**src/rtl/matmul_csr_frontend_if.sv**
```systemverilog
// CPU-side req/gnt/ack word bus shared by the core and the matmul CSR window.
interface matmul_csr_frontend_if;
  logic        req;
  logic [31:0] addr;
  logic        rd;
  logic [3:0]  wr;
  logic [31:0] data_wr;
  logic        gnt;
  logic        ack;
  logic [31:0] data_rd;

  modport master (
    output req, addr, rd, wr, data_wr,
    input  gnt, ack, data_rd
  );

  modport slave (
    input  req, addr, rd, wr, data_wr,
    output gnt, ack, data_rd
  );
endinterface

```
**src/rtl/matmul_csr_frontend.sv**
```systemverilog
// Register window in front of the matmul controller: base addresses, start pulse,
// completion tracking from the controller's busy line, cycle counter and level IRQ.
module matmul_csr_frontend #(
  parameter logic [31:0] BASE_ADDR = 32'h4000_0000,
  parameter logic [31:0] ID_VALUE  = 32'h4D4D_0202,
  parameter int          CNT_WIDTH = 32
) (
  input  logic                  clk_i,
  input  logic                  rst_i,
  matmul_csr_frontend_if.slave  bus,
  output logic                  start_o,
  output logic [31:0]           addr_a_o,
  output logic [31:0]           addr_b_o,
  output logic [31:0]           addr_c_o,
  input  logic                  busy_i,
  output logic                  irq_o
);

  localparam logic [2:0] OFF_CTRL   = 3'd0;
  localparam logic [2:0] OFF_STATUS = 3'd1;
  localparam logic [2:0] OFF_ADDR_A = 3'd2;
  localparam logic [2:0] OFF_ADDR_B = 3'd3;
  localparam logic [2:0] OFF_ADDR_C = 3'd4;
  localparam logic [2:0] OFF_CYCLES = 3'd5;
  localparam logic [2:0] OFF_ID     = 3'd6;

  logic                 sel, is_wr, wr_en, rd_en;
  logic                 ctl_wr, sts_wr;
  logic                 start_req, start_ok, start_err, done_evt;
  logic [2:0]           off;
  logic [31:0]          rd_mux;
  logic [31:2]          addr_a_q, addr_b_q, addr_c_q;
  logic [CNT_WIDTH-1:0] cycles_q;
  logic                 running_q, busy_q, irq_en_q, done_q, err_q;
  logic                 ack_q, start_q, irq_q;
  logic [31:0]          data_rd_q;
  logic                 unused_addr_lsb;

  // Sub-word address bits carry no meaning on this word bus.
  assign unused_addr_lsb = ^bus.addr[1:0];

  function automatic logic [31:2] merge_bytes(input logic [31:2] old,
                                              input logic [31:0] d,
                                              input logic [3:0]  be);
    logic [31:0] t;
    t = {old, 2'b00};
    for (int b = 0; b < 4; b++) begin
      if (be[b]) t[8*b +: 8] = d[8*b +: 8];
    end
    return t[31:2];
  endfunction

  assign sel     = bus.req && (bus.addr[31:5] == BASE_ADDR[31:5]);
  assign off     = bus.addr[4:2];
  assign is_wr   = |bus.wr;
  assign wr_en   = sel && is_wr;
  assign rd_en   = sel && bus.rd && !is_wr;
  assign ctl_wr  = wr_en && (off == OFF_CTRL) && bus.wr[0];
  assign sts_wr  = wr_en && (off == OFF_STATUS) && bus.wr[0];

  assign start_req = ctl_wr && bus.data_wr[0];
  assign start_ok  = start_req && !running_q && !busy_i;
  assign start_err = start_req && (running_q || busy_i);
  // Only a falling edge of busy during our own run counts; stray edges are ignored.
  assign done_evt  = running_q && busy_q && !busy_i;

  always_comb begin
    rd_mux = '0;
    case (off)
      OFF_CTRL:   rd_mux = {30'd0, irq_en_q, 1'b0};
      OFF_STATUS: rd_mux = {29'd0, err_q, done_q, running_q | busy_i};
      OFF_ADDR_A: rd_mux = {addr_a_q, 2'b00};
      OFF_ADDR_B: rd_mux = {addr_b_q, 2'b00};
      OFF_ADDR_C: rd_mux = {addr_c_q, 2'b00};
      OFF_CYCLES: rd_mux = 32'(cycles_q);
      OFF_ID:     rd_mux = ID_VALUE;
      default:    rd_mux = '0;
    endcase
  end

  always_ff @(posedge clk_i or posedge rst_i) begin
    if (rst_i) begin
      addr_a_q  <= '0;
      addr_b_q  <= '0;
      addr_c_q  <= '0;
      cycles_q  <= '0;
      running_q <= 1'b0;
      busy_q    <= 1'b0;
      irq_en_q  <= 1'b0;
      done_q    <= 1'b0;
      err_q     <= 1'b0;
      ack_q     <= 1'b0;
      start_q   <= 1'b0;
      irq_q     <= 1'b0;
      data_rd_q <= '0;
    end else begin
      ack_q     <= sel;
      data_rd_q <= rd_en ? rd_mux : 32'd0;
      busy_q    <= busy_i;
      start_q   <= start_ok;
      irq_q     <= irq_en_q & done_q;

      if (ctl_wr) irq_en_q <= bus.data_wr[1];

      if (wr_en && off == OFF_ADDR_A) addr_a_q <= merge_bytes(addr_a_q, bus.data_wr, bus.wr);
      if (wr_en && off == OFF_ADDR_B) addr_b_q <= merge_bytes(addr_b_q, bus.data_wr, bus.wr);
      if (wr_en && off == OFF_ADDR_C) addr_c_q <= merge_bytes(addr_c_q, bus.data_wr, bus.wr);

      if (start_ok)      running_q <= 1'b1;
      else if (done_evt) running_q <= 1'b0;

      // Hardware set beats a same-edge software clear for both sticky bits.
      if (done_evt)                        done_q <= 1'b1;
      else if (start_ok)                   done_q <= 1'b0;
      else if (sts_wr && bus.data_wr[1])   done_q <= 1'b0;

      if (start_err)                       err_q <= 1'b1;
      else if (sts_wr && bus.data_wr[2])   err_q <= 1'b0;

      if (start_ok)
        cycles_q <= '0;
      else if (running_q && !done_evt && (cycles_q != '1))
        cycles_q <= cycles_q + CNT_WIDTH'(1);
    end
  end

  assign bus.gnt     = sel;
  assign bus.ack     = ack_q;
  assign bus.data_rd = data_rd_q;
  assign start_o     = start_q;
  assign irq_o       = irq_q;
  assign addr_a_o    = {addr_a_q, 2'b00};
  assign addr_b_o    = {addr_b_q, 2'b00};
  assign addr_c_o    = {addr_c_q, 2'b00};

endmodule

```
**src/flat_wrapper.sv**
```systemverilog
// flat-port wrapper written by rule: the top's interface ports become plain ports
module matmul_csr_frontend_flat 
#(
  parameter logic [31:0] BASE_ADDR = 32'h4000_0000,
  parameter logic [31:0] ID_VALUE  = 32'h4D4D_0202,
  parameter int          CNT_WIDTH = 32
)
  (clk_i, rst_i, start_o, addr_a_o, addr_b_o, addr_c_o, busy_i, irq_o, bus_req, bus_addr, bus_rd, bus_wr, bus_data_wr, bus_gnt, bus_ack, bus_data_rd);
  matmul_csr_frontend_if bus_i ();
  input  logic clk_i;
  input  logic rst_i;
  output logic start_o;
  output logic [31:0] addr_a_o;
  output logic [31:0] addr_b_o;
  output logic [31:0] addr_c_o;
  input  logic busy_i;
  output logic irq_o;
  input wire logic [$bits(bus_i.req)-1:0] bus_req;
  input wire logic [$bits(bus_i.addr)-1:0] bus_addr;
  input wire logic [$bits(bus_i.rd)-1:0] bus_rd;
  input wire logic [$bits(bus_i.wr)-1:0] bus_wr;
  input wire logic [$bits(bus_i.data_wr)-1:0] bus_data_wr;
  output wire logic [$bits(bus_i.gnt)-1:0] bus_gnt;
  output wire logic [$bits(bus_i.ack)-1:0] bus_ack;
  output wire logic [$bits(bus_i.data_rd)-1:0] bus_data_rd;
  assign bus_i.req = bus_req;
  assign bus_i.addr = bus_addr;
  assign bus_i.rd = bus_rd;
  assign bus_i.wr = bus_wr;
  assign bus_i.data_wr = bus_data_wr;
  assign bus_gnt = bus_i.gnt;
  assign bus_ack = bus_i.ack;
  assign bus_data_rd = bus_i.data_rd;
  matmul_csr_frontend #(.BASE_ADDR(BASE_ADDR), .ID_VALUE(ID_VALUE), .CNT_WIDTH(CNT_WIDTH)) u_core (.clk_i(clk_i), .rst_i(rst_i), .bus(bus_i), .start_o(start_o), .addr_a_o(addr_a_o), .addr_b_o(addr_b_o), .addr_c_o(addr_c_o), .busy_i(busy_i), .irq_o(irq_o));
endmodule
```
**config.mk**
```make
export PLATFORM = sky130hd
export DESIGN_NAME = matmul_csr_frontend_flat
export DESIGN_NICKNAME = d
export VERILOG_FILES = /design/src/rtl/matmul_csr_frontend_if.sv /design/src/rtl/matmul_csr_frontend.sv /design/src/flat_wrapper.sv
export SDC_FILE = /design/constraint.sdc
export NUM_CORES = 1
export LEC_CHECK = 0
export ABC_AREA = 0
export CORE_ASPECT_RATIO = 0.5
export CORE_UTILIZATION = 45
export DETAILED_ROUTE_END_ITERATION = 7
export GPL_TIMING_DRIVEN = 1
export PLACE_DENSITY = 0.81
export SYNTH_ARGS = -nofsm -noshare
export SYNTH_HDL_FRONTEND = slang
export SYNTH_SLANG_ARGS = --single-unit
```
**constraint.sdc**
```tcl
create_clock -name clk_i -period 6.5 [get_ports clk_i]
set_input_delay 0.975 -clock clk_i [delete_from_list [all_inputs] [get_ports clk_i]]
set_output_delay 0.975 -clock clk_i [all_outputs]
set_load 0.1 [all_outputs]
```
==> parameters.txt, run 1 <==
Parameter                              Value

STA
  Final worst path period share    roughly three quarters
  Actual transition at the worst max-transition pin    1.06 ns
  Largest clock skew in the final design    roughly 0.014 ns
  Post-route minimum period    just under 5 ns
  Relative max-transition margin    29.4%
  Number of pins with negative max-slew slack in the final report    0
  Top achievable clock speed    202 MHz
  Number of hold violations in the final report    0
  Final sum of negative setup slack    0 ns
  Final count of negative-setup-slack endpoints    0
  Setup repair after global routing missed its margin    false

Global route
  Remaining global-route overflow    0
  Pin count of the biggest net entering global routing    103
  First-pass GRT wire length    approximately 34 mm
  Aggregate global-route resource usage    a little over a quarter
  Number of global-route vias before repair    roughly 6.3k
  Number of antenna violations at the first check in global routing    0

Route
  Wirelength per Cell    between 20 and 25 µm
  Via-per-instance ratio    approximately 5.9
  Antenna-violating nets left    0
  Vias    6155
  Final WL    approximately 22 mm
  Iteration count of the initial detailed-routing pass    5
  Post-route DRC violation count    0
  Number of violations reported at the end of detailed-routing iteration 0    roughly 530

Setup path
  Worst setup EP type    primary output
  Largest fanout on the critical path    14
  Data required time of the worst path    approximately 5.5 ns
  Category of the worst setup path launch point    input pin
  Setup slack of the most critical reg-to-reg path    3.80 ns
  CP arrival    ~4 ns
  Class of the most critical setup path    input pin to primary output

Yosys
  Count of flip-flops with a built-in enable after synthesis    0
  Area fraction of the dominant cell type after synthesis    around 55%
  Synthesized flop and latch total    approximately 160
  Post-synthesis cell count    630
  Mean instance size in the synthesized netlist    between 10 and 15 µm²
  Netlist area before placement    between 7000 and 8000 µm²
  Post-synthesis async set-or-reset flop share    100%
  Top cells by area, synth    sky130_fd_sc_hd__dfrtp_1 (55%), sky130_fd_sc_hd__mux2_2 (13%), sky130_fd_sc_hd__a22oi_1 (4.2%)
  Count of synthesis-stage warnings from yosys    0
  Count leader, synth    sky130_fd_sc_hd__dfrtp_1
  Synth area leader    sky130_fd_sc_hd__dfrtp_1
  Proportion of synthesized chip area in sequential cells    between 50% and 60%
  Count of cell types in the netlist    56
  Top cells by count, synth    sky130_fd_sc_hd__dfrtp_1 (162), sky130_fd_sc_hd__mux2_2 (87), sky130_fd_sc_hd__a22oi_1 (41)
  Commonest register cell after synthesis    sky130_fd_sc_hd__dfrtp_1

Clock network
  Clk slew on worst S/H paths    roughly 0.06 ns
  H-tree depth    4
  Total of hold buffers inserted after clock tree synthesis    0
  CTS resizes    0
  Library cell used as clock root buffer    sky130_fd_sc_hd__clkbuf_16
  Number of buffers inserted during clock tree synthesis    17
  Worst skew pair latency    0.42 ns
  Buffer depth of the longest clock path    2
  Post-CTS Setup Repair Bufs    0
  Clk sinks    around 160
  CTS tree    done

Final layout
  Post-layout nets    just under 900
  Layout area overhead    37.2%
  ANT cells    0
  Ratio of cells with drive above 1 in the final layout    17.9%

Floorplanning
  Height of the die    approximately 92 µm
  Std-Cell Rows    32
  Die Wd    about 180 µm
  Standard cell core area    ~16000 µm²
  Number of primary I/O pins    between 200 and 250
  DIE AREA    between 15000 and 20000 µm²
  Initial cell density of the core    between 40% and 50%

Status
  Outcome    finished clean

Power
  Worst vdd ir    180 µV
  Total power    ~2.2 mW
  Standby leakage power    about 4.3 nW
  Pwr Density    around 220 nW/µm²

Placed design
  Final HPWL from detailed placement    approximately 15 mm
  Count of buffers from port buffering    196
  Weighted congestion reported at the end of routability-driven placement    just over 0.9

Run
  Max-cap violation count    0

Min path
  Path class of the lowest-slack min-delay path    flop to flop
-- worst paths after layout --
check,startpoint,end,cells after the start
min reg2reg,u_core.err_q,u_core.err_q,1
min in group asynchronous,rst_i,u_core.addr_a_q[6],2
max,bus_addr[14],bus_gnt,5
max in group asynchronous,rst_i,u_core.addr_a_q[29],3
max reg2reg,u_core.cycles_q[1],u_core.cycles_q[28],6
min,u_core.err_q,u_core.err_q,1
-- worst max-delay path: stages --
cell and delay, ns:
sky130_fd_sc_hd__clkdlybuf4s50_1 0.40, sky130_fd_sc_hd__nor4b_1 0.36, sky130_fd_sc_hd__and4_1 0.43, sky130_fd_sc_hd__and4_1 0.58, sky130_fd_sc_hd__clkdlybuf4s50_1 1.23
-- layer usage --
| layer | global-route usage, % | vias up | share of wire (%) |
|---|---|---|---|
| met1 | 35.6 | 3111 | 42 |
| li1 | - | 2696 | - |
| met4 | 7.98 | 0 | 1.7 |
| met2 | 42.7 | 315 | 47 |
| met3 | 5.82 | 33 | 8.7 |
| met5 | 0 | - | 0 |
-- sequential cells by signal (all words and copies together) (netlist names) --
register and cells:
u_core.addr_c_q 30, u_core.bus.data_rd 32, u_core.running_q 1, u_core.bus.ack 1, u_core.err_q 1, u_core.cycles_q 32, u_core.busy_q 1, u_core.addr_a_q 30
u_core.done_q 1, u_core.addr_b_q 30, u_core.start_o 1, u_core.irq_o 1, u_core.irq_en_q 1
-- placed cells by master, fill, tap and decap left out, types with 4 or more instances in the layout --
cell type	synthesis	layout
sky130_fd_sc_hd__clkdlybuf4s50_1	0	196
sky130_fd_sc_hd__dfrtp_1	162	162
sky130_fd_sc_hd__mux2_2	87	87
sky130_fd_sc_hd__a22oi_1	41	41
sky130_fd_sc_hd__nand2_1	39	39
sky130_fd_sc_hd__a21oi_1	38	38
sky130_fd_sc_hd__nor2_1	35	34
sky130_fd_sc_hd__o21ai_0	18	18
sky130_fd_sc_hd__clkbuf_16	0	17
sky130_fd_sc_hd__and3_1	15	15
sky130_fd_sc_hd__nand3_1	15	15
sky130_fd_sc_hd__nand4_1	11	11
sky130_fd_sc_hd__a222oi_1	9	9
sky130_fd_sc_hd__o31ai_1	9	9
sky130_fd_sc_hd__or3_1	9	9
sky130_fd_sc_hd__buf_4	9	9
sky130_fd_sc_hd__nor4_1	8	7
sky130_fd_sc_hd__or4_1	7	7
sky130_fd_sc_hd__nor3_1	6	6
sky130_fd_sc_hd__xnor2_1	6	6
sky130_fd_sc_hd__conb_1	1	6
sky130_fd_sc_hd__mux2_1	5	5
sky130_fd_sc_hd__mux2i_1	5	5
sky130_fd_sc_hd__inv_6	0	5
sky130_fd_sc_hd__inv_1	5	4
sky130_fd_sc_hd__and4_1	4	4
sky130_fd_sc_hd__nor4_2	3	4
-- final cells by class --
cell class | instances | area, µm²
inverters | 6 | 27.5
well taps | 221 | 277
clock buffers | 18 | 429
fillers | 1165 | 5590
repair buffers | 205 | 2030
multi-input cells | 418 | 3060
clock inverters | 14 | 195
flip-flops and latches | 162 | 4050
-- cell families after synthesis --
| logic type | count (synthesis) | share of synthesized area [%] |
|---|---|---|
| flops | 162 | 55.2 |
| fa+ha+maj | 1 | 0.170 |
| xor+xnor | 7 | 0.835 |
| compound gates | 134 | 12.3 |
| mux | 97 | 14.8 |
| other cells | 1 | 0.0511 |
| simple gates | 173 | 13.0 |
| buf+inv | 55 | 3.56 |
-- power by group --
part	internal [mW]	switching (mW)	total, mW	leakage (nW)
Clock	0.619	0.451	1.07	0.295
Combinational	0.0455	0.0705	0.116	1.77
Sequential	1.01	0.000127	1.01	2.26
Total	1.67	0.522	2.19	4.32
-- stage by stage --
step                instances  hold slack, ns  util, %  setup slack (ns)  instance area [µm²]
global route             1044           0.528     64.3              1.45                10100
detailed placement       1012           0.488     60.3              1.59                 9450
finish                   1044           0.512     64.3              1.54                10100
floorplan                 635           0.455        -              1.15                 7360
CTS                      1044           0.507     64.3              1.57                10100
global placement         1012           0.474     60.3              1.68                 9450
Power figures use the tool's default switching activity.
==> run 2, diff against run 1 <==
==> constraint.sdc (replaced) <==
create_clock -name clk_i -period 5.05 [get_ports clk_i]
set_input_delay 0.7575 -clock clk_i [delete_from_list [all_inputs] [get_ports clk_i]]
set_output_delay 0.7575 -clock clk_i [all_outputs]
set_load 0.1 [all_outputs]
==> run 2 against run 1 <==
  * The flow now finishes with violations (design-rule violations)
  * Clock power increased by 19%
  * Cell area decreased by 0.11%
  * Flip-flop and latch count unchanged
  * First-iteration DRC count increased by 5.6%
==> parameters.txt, run 2 (synthesis results as in run 1) <==
Parameter                              Value

Status
  Outcome    finished with violations
  Failing checks    design-rule violations

Clock network
  Post-CTS Setup Repair Bufs    0
  Clk slew on worst S/H paths    ~0.060 ns
  Library cell used as clock root buffer    sky130_fd_sc_hd__clkbuf_16
  CTS resizes    0
  Buffer depth of the longest clock path    2
  H-tree depth    4
  Worst skew pair latency    approximately 0.43 ns
  Total of hold buffers inserted after clock tree synthesis    0
  Clk sinks    ~160
  Number of buffers inserted during clock tree synthesis    17
  CTS tree    done

Floorplanning
  Initial cell density of the core    a little under half
  Height of the die    slightly above 90 µm
  Number of primary I/O pins    between 200 and 250
  Standard cell core area    between 15000 and 20000 µm²
  Die Wd    183 µm
  DIE AREA    16900 µm²
  Std-Cell Rows    32

Setup path
  Class of the most critical setup path    input pin to primary output
  Data required time of the worst path    4.29 ns
  CP arrival    approximately 2.9 ns
  Category of the worst setup path launch point    input pin
  Reg2reg start    u_core.cycles_q[1]
  Largest fanout on the critical path    14
  Worst setup path startpoint    bus_addr[14]
  Worst setup EP type    primary output

Placed design
  Count of buffers from port buffering    roughly 200
  Final HPWL from detailed placement    approximately 15 mm
  Placement-stage worst setup slack    approximately 1.4 ns
  Weighted congestion reported at the end of routability-driven placement    about 0.9

Min path
  Path class of the lowest-slack min-delay path    flop to flop
  Startpoint of the tightest hold check path    u_core.err_q

Final layout
  Layout area overhead    37.0%
  Most common cell after layout, fill and taps aside    sky130_fd_sc_hd__clkdlybuf4s50_1
  ANT cells    0
  Ratio of cells with drive above 1 in the final layout    between 10% and 20%
  Post-layout nets    between 800 and 900
  Commonest cells after routing, fill and taps aside    sky130_fd_sc_hd__clkdlybuf4s50_1 (195), sky130_fd_sc_hd__dfrtp_1 (162), sky130_fd_sc_hd__mux2_2 (87)

Power
  Worst vdd ir    257 µV
  Total power    2.72 mW
  Standby leakage power    approximately 4.3 nW
  Pwr Density    between 200 and 300 nW/µm²

Global route
  Pin count of the biggest net entering global routing    163
  Number of antenna violations at the first check in global routing    0
  Remaining global-route overflow    0
  Aggregate global-route resource usage    around 26%
  First-pass GRT wire length    33.5 mm
  Number of global-route vias before repair    6050

STA
  Actual transition at the worst max-transition pin    ~1.0 ns
  Post-route minimum period    about 3.7 ns
  Top achievable clock speed    approximately 270 MHz
  Final worst path period share    72.4%
  Relative max-transition margin    31.0%
  Largest clock skew in the final design    about 0.011 ns
  Final sum of negative setup slack    0 ns
  Number of hold violations in the final report    0
  Post-route setup slack    about 1.4 ns
  Number of pins with negative max-slew slack in the final report    0
  Setup repair after global routing missed its margin    false
  Final count of negative-setup-slack endpoints    0

Route
  Final WL    about 21 mm
  Iteration count of the initial detailed-routing pass    8
  Vias    between 6k and 7k
  Number of violations reported at the end of detailed-routing iteration 0    561
  Antenna-violating nets left    0
  Via-per-instance ratio    just under 6
  Wirelength per Cell    a little over 20 µm
  Post-route DRC violation count    1

Run
  Max-cap violation count    0
==> run 2: changes by cell type in the layout (fill, tap and decap cells not counted) <==
| cell | change |
|---|---|
| sky130_fd_sc_hd__buf_4 | +4 |
| sky130_fd_sc_hd__bufinv_16 | -2 |
| sky130_fd_sc_hd__buf_12 | +1 |
| sky130_fd_sc_hd__clkdlybuf4s50_1 | -1 |
| sky130_fd_sc_hd__clkinv_2 | +1 |
| sky130_fd_sc_hd__clkinv_4 | +1 |
| sky130_fd_sc_hd__clkinv_8 | -1 |
| sky130_fd_sc_hd__inv_8 | +1 |
==> run 2: where the power goes <==
part	leakage, nW	switching [mW]	internal (mW)	total [mW]
registers	2.26	0.000158	1.30	1.30
logic	1.79	0.0908	0.0614	0.152
clock network	0.278	0.575	0.697	1.27
==> run 2: per-layer routing <==
| metal | global-route usage, % | part of all wire (%) | vias up |
|---|---|---|---|
| met5 | 0 | 0 | - |
| met4 | 7.35 | 1.3 | 0 |
| met3 | 5.94 | 7.7 | 29 |
| met2 | 40.7 | 47 | 271 |
| met1 | 36.2 | 43 | 3130 |
| li1 | - | - | 2713 |
==> run 2: layout make-up <==
cell class	instances	area, µm²
Clock buffer	18	429
Timing Repair Buffer	209	2070
Fill cell	1180	5600
Inverter	6	26.3
Clock inverter	14	145
Tap cell	221	277
Sequential cell	162	4050
Multi-Input combinational cell	418	3060
==> run 2: metrics by stage <==
stage	std cells	hold slack [ns]	area, µm²	utilization, %
3_3_place_gp	1016	0.473	9480	60.6
3_5_place_dp	1016	0.487	9480	60.6
5_1_grt	1048	0.521	10100	64.3
4_1_cts	1048	0.505	10100	64.3
6_report	1048	0.505	10100	64.3
2_1_floorplan	635	0.455	7360	-
==> run 2: worst paths after layout <==
kind,to,slack (ns),cells after the start
max in group asynchronous,u_core.addr_b_q[31],3.48,3
setup / recovery,bus_gnt,1.39,5
hold / removal,u_core.err_q,0.51,1
setup reg to reg,u_core.cycles_q[30],2.35,6
min in group asynchronous,u_core.addr_c_q[14],0.89,3
hold reg to reg,u_core.err_q,0.51,1
==> run 2: worst max-delay path: stages <==
cell and delay [ns]:
sky130_fd_sc_hd__clkdlybuf4s50_1 0.39, sky130_fd_sc_hd__nor4b_1 0.30, sky130_fd_sc_hd__and4_1 0.45, sky130_fd_sc_hd__and4_1 0.60, sky130_fd_sc_hd__buf_4 0.39
